`src/rtl/alu_pkg.sv`:
```
// Shared ALU function encodings, result entry layout and one-hot helpers
// for the ALU result stage.
package alu_pkg;

  localparam int ALU_DATA_WIDTH = 16;

  typedef enum logic [1:0] {
    FUN_ARITH = 2'b00,
    FUN_LOGIC = 2'b01,
    FUN_CMP   = 2'b10,
    FUN_SHIFT = 2'b11
  } alu_fun_e;

  typedef struct packed {
    logic [1:0]                src;
    logic [ALU_DATA_WIDTH-1:0] data;
  } result_entry_t;

  // Enable vector order is {shift, cmp, logic, arith}.
  function automatic logic is_onehot4(input logic [3:0] en);
    return (en != 4'b0000) && ((en & (en - 4'b0001)) == 4'b0000);
  endfunction

  function automatic logic [1:0] encode_src(input logic [3:0] en);
    logic [1:0] src;
    case (en)
      4'b0001: src = FUN_ARITH;
      4'b0010: src = FUN_LOGIC;
      4'b0100: src = FUN_CMP;
      4'b1000: src = FUN_SHIFT;
      default: src = FUN_ARITH;
    endcase
    return src;
  endfunction

endpackage

```
`src/rtl/alu_result_fifo.sv`:
```
// Generic synchronous FIFO with separate occupancy counter; push while full
// and pop while empty are ignored.
module alu_result_fifo #(
  parameter int WIDTH = 18,
  parameter int DEPTH = 4
) (
  input  logic                       clk,
  input  logic                       rst_n,
  input  logic                       push,
  input  logic [WIDTH-1:0]           din,
  input  logic                       pop,
  output logic [WIDTH-1:0]           dout,
  output logic                       full,
  output logic                       empty,
  output logic [$clog2(DEPTH):0]     level
);

  localparam int PTR_W = $clog2(DEPTH);
  localparam int LVL_W = PTR_W + 1;

  logic [WIDTH-1:0] mem_r [DEPTH];
  logic [PTR_W-1:0] wr_ptr_r;
  logic [PTR_W-1:0] rd_ptr_r;
  logic [LVL_W-1:0] level_r;
  logic             push_ok_s;
  logic             pop_ok_s;

  assign full      = (level_r == LVL_W'(DEPTH));
  assign empty     = (level_r == LVL_W'(0));
  assign level     = level_r;
  assign dout      = mem_r[rd_ptr_r];
  assign push_ok_s = push && !full;
  assign pop_ok_s  = pop && !empty;

  // Storage and write pointer; pointers wrap naturally at a power-of-two depth.
  always_ff @(posedge clk or negedge rst_n) begin
    if (!rst_n) begin
      for (int i = 0; i < DEPTH; i++) begin
        mem_r[i] <= '0;
      end
      wr_ptr_r <= '0;
    end else if (push_ok_s) begin
      mem_r[wr_ptr_r] <= din;
      wr_ptr_r        <= wr_ptr_r + PTR_W'(1);
    end
  end

  // Read pointer advance on pop.
  always_ff @(posedge clk or negedge rst_n) begin
    if (!rst_n) begin
      rd_ptr_r <= '0;
    end else if (pop_ok_s) begin
      rd_ptr_r <= rd_ptr_r + PTR_W'(1);
    end
  end

  // Occupancy tracking; simultaneous push and pop leaves it unchanged.
  always_ff @(posedge clk or negedge rst_n) begin
    if (!rst_n) begin
      level_r <= '0;
    end else begin
      case ({push_ok_s, pop_ok_s})
        2'b10:   level_r <= level_r + LVL_W'(1);
        2'b01:   level_r <= level_r - LVL_W'(1);
        default: level_r <= level_r;
      endcase
    end
  end

endmodule

```
`src/rtl/alu_result_stage.sv`:
```
// Selects the active ALU unit result from one-hot enables, tags it with its
// source code and buffers it behind a valid/ready output.
module alu_result_stage
  import alu_pkg::*;
#(
  parameter int DATA_WIDTH = ALU_DATA_WIDTH,
  parameter int DEPTH      = 4
) (
  input  logic                      CLK,
  input  logic                      RST,
  input  logic                      Arith_Enable,
  input  logic                      Logic_Enable,
  input  logic                      CMP_Enable,
  input  logic                      Shift_Enable,
  input  logic [DATA_WIDTH-1:0]     Arith_OUT,
  input  logic [DATA_WIDTH-1:0]     Logic_OUT,
  input  logic [DATA_WIDTH-1:0]     CMP_OUT,
  input  logic [DATA_WIDTH-1:0]     Shift_OUT,
  input  logic                      IN_VALID,
  output logic                      IN_READY,
  output logic [DATA_WIDTH-1:0]     OUT_DATA,
  output logic [1:0]                OUT_SRC,
  output logic                      OUT_ZERO,
  output logic                      OUT_VALID,
  input  logic                      OUT_READY,
  output logic                      ERR_ONEHOT,
  input  logic                      ERR_CLR,
  output logic [$clog2(DEPTH):0]    LEVEL
);

  localparam int ENTRY_W = DATA_WIDTH + 2;

  logic [3:0]            en_s;
  logic [DATA_WIDTH-1:0] data_sel_s;
  logic [1:0]            src_sel_s;
  logic                  onehot_s;
  logic                  accept_s;
  logic                  push_s;
  logic                  pop_s;
  logic [ENTRY_W-1:0]    head_s;
  logic [ENTRY_W-1:0]    last_r;
  logic [ENTRY_W-1:0]    out_entry_s;
  logic                  full_s;
  logic                  empty_s;
  logic                  err_r;

  assign en_s      = {Shift_Enable, CMP_Enable, Logic_Enable, Arith_Enable};
  assign onehot_s  = is_onehot4(en_s);
  assign src_sel_s = encode_src(en_s);
  assign accept_s  = IN_VALID && IN_READY;
  assign push_s    = accept_s && onehot_s;
  assign pop_s     = OUT_VALID && OUT_READY;

  // Result mux driven by the one-hot unit enables.
  always_comb begin
    data_sel_s = '0;
    case (en_s)
      4'b0001: data_sel_s = Arith_OUT;
      4'b0010: data_sel_s = Logic_OUT;
      4'b0100: data_sel_s = CMP_OUT;
      4'b1000: data_sel_s = Shift_OUT;
      default: data_sel_s = '0;
    endcase
  end

  alu_result_fifo #(
    .WIDTH (ENTRY_W),
    .DEPTH (DEPTH)
  ) u_fifo (
    .clk   (CLK),
    .rst_n (RST),
    .push  (push_s),
    .din   ({src_sel_s, data_sel_s}),
    .pop   (pop_s),
    .dout  (head_s),
    .full  (full_s),
    .empty (empty_s),
    .level (LEVEL)
  );

  assign IN_READY  = !full_s;
  assign OUT_VALID = !empty_s;

  // Last popped entry, so the outputs stay defined while the FIFO is empty.
  always_ff @(posedge CLK or negedge RST) begin
    if (!RST) begin
      last_r <= '0;
    end else if (pop_s) begin
      last_r <= head_s;
    end
  end

  // Output view: live head when valid, otherwise the last popped entry.
  always_comb begin
    out_entry_s = last_r;
    if (!empty_s) begin
      out_entry_s = head_s;
    end else begin
      out_entry_s = last_r;
    end
  end

  assign OUT_DATA = out_entry_s[DATA_WIDTH-1:0];
  assign OUT_SRC  = out_entry_s[ENTRY_W-1 -: 2];
  assign OUT_ZERO = (out_entry_s[DATA_WIDTH-1:0] == '0);

  // Sticky one-hot error; a new error takes priority over a clear.
  always_ff @(posedge CLK or negedge RST) begin
    if (!RST) begin
      err_r <= 1'b0;
    end else if (accept_s && !onehot_s) begin
      err_r <= 1'b1;
    end else if (ERR_CLR) begin
      err_r <= 1'b0;
    end
  end

  assign ERR_ONEHOT = err_r;

endmodule

```
`config.mk`:
```
export PLATFORM = sky130hd
export DESIGN_NAME = alu_result_stage
export DESIGN_NICKNAME = d
export VERILOG_FILES = /design/src/rtl/alu_pkg.sv /design/src/rtl/alu_result_fifo.sv /design/src/rtl/alu_result_stage.sv
export SDC_FILE = /design/constraint.sdc
export NUM_CORES = 1
export LEC_CHECK = 0
export BUFFER_PORTS_ARGS = -buffer_cell sky130_fd_sc_hd__buf_2
export CORE_ASPECT_RATIO = 0.75
export CORE_MARGIN = 2
export CORE_UTILIZATION = 34
export CTS_BUF_LIST = sky130_fd_sc_hd__clkbuf_16
export DETAILED_ROUTE_END_ITERATION = 7
export PLACE_DENSITY_LB_ADDON = 0.1
export SYNTH_ARGS = -nofsm -noshare
export SYNTH_HDL_FRONTEND = slang
export SYNTH_SLANG_ARGS = --single-unit
```
`constraint.sdc`:
```
create_clock -name CLK -period 2.3 [get_ports CLK]
set_clock_uncertainty 0.2 [all_clocks]
set_input_delay 0.46 -clock CLK [delete_from_list [all_inputs] [get_ports CLK]]
set_output_delay 0.46 -clock CLK [all_outputs]
set_load 0.01 [all_outputs]
```
==> impl_metrics.ini, run 1 <==
[status]
status = complete, but fails checks
violations = setup timing

[worst_setup_path]
critPathBufInv = 2
slowest_delay_ns = 0.57
crit_chain = buf_12, mux4_2, or4_4, o21ai_2, and4_1, buf_2
critPathTopFamily = simple AND/OR/NAND/NOR gates
crit_type = reg2out
critical-path-slowest-cell = or4_4
worstPathArrival_ns = 2.47
critPathCaptureType = primary output
r2r_slack_ns = -0.27
crit_path_start_kind = flip-flop
path_max_fanout = 8
critical_path_required_ns = 1.64

[clock_tree]
clk_pin_slew_ns = 0.06
cts_buffers = 9
ctsLongestPathBuffers = 2
cts_tree = done
clkLatencyLatePin_ns = 0.34
cts_htree_levels = 3
clockRootBuffer = clkbuf_16
clock_sinks = 98

[timing]
finalCritPeriodShare_pct = 136
setup_viol = 21
final_hold_viol_count = 0
drv_slew = 0
setup_ws_ns = -0.831
rsz0062_at_grt = yes
fmax_mhz = 319
finalCriticalPeriod_ns = 3.13
worstMarginPinSlew_ns = 0.525
slew_headroom_pct = 65.0

[place]
port_buffers = 97
dp_cells = 699
gp_congestion = 0.742
place_hpwl_um = 9600

[global_route]
antenna_found_initial = 0
grt_overflow = 0
grt_max_degree = 38
track_usage_pct = 17.7
first_global_vias = 3617
grt_pass1_wl_um = 20600

[cells_and_area]
layout_commonest_cell = dfrtp_1
area_growth_pct = 36.3
fin_nets = 600
final_core_util_pct = 47.1
drive_gt1_share_pct = 60.3
instances_no_fill = 724
layout_common_cells = dfrtp_1 (96), buf_2 (89), mux2_2 (84)
n_antenna_cell = 0

[floorplanning]
ios = 98
initial_utilization_pct = 34.6
core-area_mm2 = 0.0144
die_height_um = 109
die_w_um = 144
dieArea_mm2 = 0.0156
rows = 38

[job]
max-cap-violations = 0

[pwr]
ir_worst_vdd_mv = 0.445
p_leak_uw = 0.00345
powerDensity_mw_per_mm2 = 1230

[drt]
drc_errors = 0
wl_per_cell_um = 17.9
vias = 3570
drt_iter0_markers = 135
final_antenna_net_count = 0
via_per_inst = 4.93
first_pass_iters = 4
drt-total-wl_um = 13000

[synth]
synthCells = 366
synth_area_leaders = dfrtp_1 (49%), mux2_2 (21%), mux4_2 (8.1%)
syn-num-nets = 445
ys_seq_area_share_pct = 49.3
ys_ff_latch = 98
avgSynthCellArea_um2 = 13.6
ys_types = 35
yosys.area.top_type_share_pct = 49.3
synth_area_leader_cell = dfrtp_1
syn_area_mm2 = 0.00498
yosysWarnings = 0

[worst_hold_path]
min-delay-path-class = in2reg
-- repair_timing --
item                                    CTS  global route
endpoints found under the setup margin   40            33
hold endpoints to repair                 35             0
hold buffers                              1             0
gates cloned                              1             0
resized for setup                        31            23
pin swaps                                 7            12
buffers inserted                          6            12
-- Yosys cell counts --
library cell	instances
nand2_1	42
fa_1	1
mux2_1	10
xnor2_1	3
o21a_1	1
and4_1	1
xor2_1	4
nor4_1	3
dfrtp_1	98
or4_1	1
buf_6	4
nor4b_2	3
mux2i_1	1
or2_2	3
inv_1	10
clkbuf_1	7
o21ai_1	1
a22oi_1	32
and2_1	2
buf_4	1
ha_1	5
o211a_1	1
nor4b_4	1
a211oi_1	1
or3b_1	1
mux4_2	18
mux2_2	91
or3_1	2
buf_2	10
o211ai_2	3
o22ai_1	1
o211ai_4	1
o21ai_0	1
nor3_1	1
nor2_1	1
-- cells by family after synthesis --
kind of cell / count (synthesis) / synth area share, %
AOI/OAI and AO/OA: 42 / 6.84
xor gates and xnor gates: 7 / 1.23
adders and majority gates: 6 / 1.66
muxes: 120 / 31.2
buffers and inverters: 32 / 3.34
and+or+nand+nor: 61 / 6.48
DFF: 98 / 49.3
-- worst reg2reg max path, delay by kind of cell (launching register included) --
family	cells	cell delay [ns]
compound gates	1	0.13
simple gates	3	0.67
xor+xnor	2	0.33
flops	1	0.42
buf+inv	3	0.28
fa+ha+maj	2	0.47
-- power breakdown --
part           switching (µW)  internal [µW]  total [µW]
Combinational            1620           2400        4030
Sequential                383           2400        2780
Clock                     628            932        1560
Total                    2630           5730        8370
-- sequential cells by signal (all words and copies together), names as in the netlist --
name,flops
u_fifo.mem_r,72
last_r,18
u_fifo.level,3
u_fifo.rd_ptr_r,2
u_fifo.wr_ptr_r,2
ERR_ONEHOT,1
-- through the flow --
stage	power (µW)	hold slack (ns)	worst slack (ns)	instance area, µm²	TNS, ns
final	8370	0.108	-0.831	6790	-6.76
after global routing	8880	0.116	-0.921	6790	-8.24
after CTS	8290	0.0963	-0.853	6710	-7.61
after detailed placement	6260	0.273	-0.541	6200	-9.41
after global placement	6200	0.264	-0.557	6200	-7.44
after floorplan	4760	-0.0356	-0.251	5020	-0.623
-- layout make-up --
cell class	instances	area [µm²]
multi-input combinational	236	2480
clock buffer	9	225
inverter	10	40.0
clock inverter	5	72.6
sequential	98	2450
tap	200	250
fill	1304	7620
timing repair buffer	166	1270
-- final timing paths --
check                                                     to                            from  cells past startpoint
worst min-delay path                  ERR_ONEHOT$_DFFE_PN0P_                         ERR_CLR                      2
min in group asynchronous       u_fifo.mem_r[22]$_DFFE_PN0P_                             RST                      2
max in group asynchronous        u_fifo.mem_r[7]$_DFFE_PN0P_                             RST                      3
worst max register to register   u_fifo.level[2]$_DFFE_PN0P_     u_fifo.level[1]$_DFFE_PN0P_                     11
worst max-delay path                                OUT_ZERO  u_fifo.rd_ptr_r[0]$_DFFE_PN0P_                      6
worst min register to register  u_fifo.mem_r[37]$_DFFE_PN0P_    u_fifo.mem_r[37]$_DFFE_PN0P_                      1
-- metal layers --
| layer | GRT usage (%) | vias up | share of wire [%] |
|---|---|---|---|
| met2 | 25.6 | 89 | 42 |
| met5 | 0 | - | 0 |
| li1 | - | 1661 | - |
| met3 | 4.92 | 6 | 4.9 |
| met4 | 3.57 | 0 | 0.59 |
| met1 | 26.5 | 1814 | 53 |
Power figures use the tool's default switching activity.
==> inputs of run 2 (changes only) <==
- CORE_MARGIN: 2 -> not set
==> run 2 against run 1 <==
Effect of this change: the run still ends with setup timing left; global-route usage up 0.35 points; clock-buffer cell count unchanged; combinational power up 4%; fmax down 0.63%; non-clock buffer count up 2; sequential power about the same.
==> impl_metrics.ini, run 2 (synthesis gave the netlist of run 1 again) <==
[drt]
drt-total-wl_um = 12800
vias = 3560
drc_errors = 0
via_per_inst = 4.94
wl_per_cell_um = 17.8
first_pass_iters = 4
drt_iter0_markers = 177
final_antenna_net_count = 0

[worst_setup_path]
critical_path_required_ns = 1.64
crit_chain = buf_12, mux4_2, or4_4, o21ai_2, and4_1, buf_2
startpoint = u_fifo.rd_ptr_r[0]$_DFFE_PN0P_
worstPathArrival_ns = 2.49
path_depth = 6
critPathBufInv = 2
crit_path_start_kind = flip-flop
critPathCaptureType = primary output
critPathTopFamily = simple AND/OR/NAND/NOR gates
crit_type = reg2out
path_max_fanout = 5
reg2reg_from = u_fifo.level[1]$_DFFE_PN0P_
r2r_cells = 11
critical-path-slowest-cell = or4_4
slowest_delay_ns = 0.57

[cells_and_area]
final_core_util_pct = 48.8
top_register = u_fifo.mem_r
area_growth_pct = 36.9
instances_no_fill = 721
n_antenna_cell = 0
largest_register_ffs = 72
layout_commonest_cell = dfrtp_1
fillers = 1263
fin_nets = 602
layout_common_cells = dfrtp_1 (96), buf_2 (88), mux2_2 (83)
drive_gt1_share_pct = 60.8

[pwr]
combPwrFrac_pct = 49.1
switching_share_pct = 31.5
ir_worst_vdd_mv = 0.616
power.internal_uw = 5850
switching_power_uw = 2690
power_frac_clock_pct = 18.4
p_seq_share_pct = 32.5
powerDensity_mw_per_mm2 = 1250
p_leak_uw = 0.00345

[place]
place_hpwl_um = 9120
port_buffers = 97
gp_congestion = 0.728
dpl_worst_slack_ns = -0.524
dp_cells = 689

[timing]
fmax_mhz = 317
drv_slew = 0
setup_ws_ns = -0.850
slew_headroom_pct = 75.2
setup_viol = 21
timing.setup.tns_ns = -7.26
rsz0062_at_grt = yes
final_hold_viol_count = 0
finalCritPeriodShare_pct = 137
finalCriticalPeriod_ns = 3.15
worstMarginPinSlew_ns = 0.371

[clock_tree]
clkLatencyLatePin_ns = 0.34
clock_sinks = 98
cts_tree = done
ctsLongestPathBuffers = 2
clk_pin_slew_ns = 0.07
clockRootBuffer = clkbuf_16
cts_htree_levels = 3
cts_buffers = 9

[floorplanning]
dieArea_mm2 = 0.0151
ios = 98
die_w_um = 142
initial_utilization_pct = 35.6
die_height_um = 107
core-area_mm2 = 0.0140
rows = 37

[global_route]
grt_overflow = 0
grt_pass1_wl_um = 20400
first_global_vias = 3686
track_usage_pct = 18.0
grt_max_degree = 30
antenna_found_initial = 0

[job]
max-cap-violations = 0

[status]
status = complete, but fails checks
violations = setup timing

[worst_hold_path]
min-delay-path-class = in2reg
hold_start = ERR_CLR
hold_depth = 2
## run 2: cell types whose count changed in the layout (fill, tap and decap cells not counted), sizes merged
cell / change
buf: +2
clkinv: -1
clkinvlp: +1
## run 2: metal layers
| metal | wire length (µm) | GRT usage (%) |
|---|---|---|
| met5 | 0 | 0 |
| met4 | 97 | 3.69 |
| met3 | 440 | 3.48 |
| met2 | 5620 | 27.0 |
| met1 | 6670 | 27.0 |
## run 2: per-stage QoR
stage               power, µW  hold slack [ns]  instance area, µm²
floorplan                4760          -0.0356                5020
global placement         6120            0.204                6100
detailed placement       6180            0.203                6100
CTS                      8360            0.102                6690
global route             9050            0.115                6820
finish                   8530            0.113                6820
## run 2: final timing paths
kind | slack, ns | endpoint
hold / removal | 0.11 | ERR_ONEHOT$_DFFE_PN0P_
setup reg to reg | -0.17 | u_fifo.level[2]$_DFFE_PN0P_
hold reg to reg | 0.29 | u_fifo.mem_r[36]$_DFFE_PN0P_
setup / recovery | -0.85 | OUT_ZERO
min in group asynchronous | 0.37 | u_fifo.mem_r[38]$_DFFE_PN0P_
max in group asynchronous | 0.96 | u_fifo.level[0]$_DFFE_PN0P_
## run 2: cell type report
class                      count  area (µm²)  area share [%]
multi-input combinational    236        2500            36.6
timing repair buffer         168        1280            18.7
tap                          195         244            3.58
clock buffer                   9         225            3.30
clock inverter                 5        80.1            1.17
inverter                      10        37.5           0.551
sequential                    98        2450            36.0
## run 2: what timing repair did
action | in CTS | in global routing
gates resized for setup | 42 | 22
gates cloned | 1 | 0
endpoints found under the setup margin | 22 | 47
pin swaps | 6 | 10
endpoints found under the hold margin | 19 | 0
hold buffers | 1 | 0
setup buffers | 10 | 17
## run 2: power by group through the flow
stage	clock network (µW)	registers, µW	logic, µW
4_1_cts	1620	2760	3980
5_1_grt	1690	2850	4510
2_1_floorplan	0	2660	2090
6_report	1570	2770	4190
3_5_place_dp	0	2770	3410
3_3_place_gp	0	2780	3340
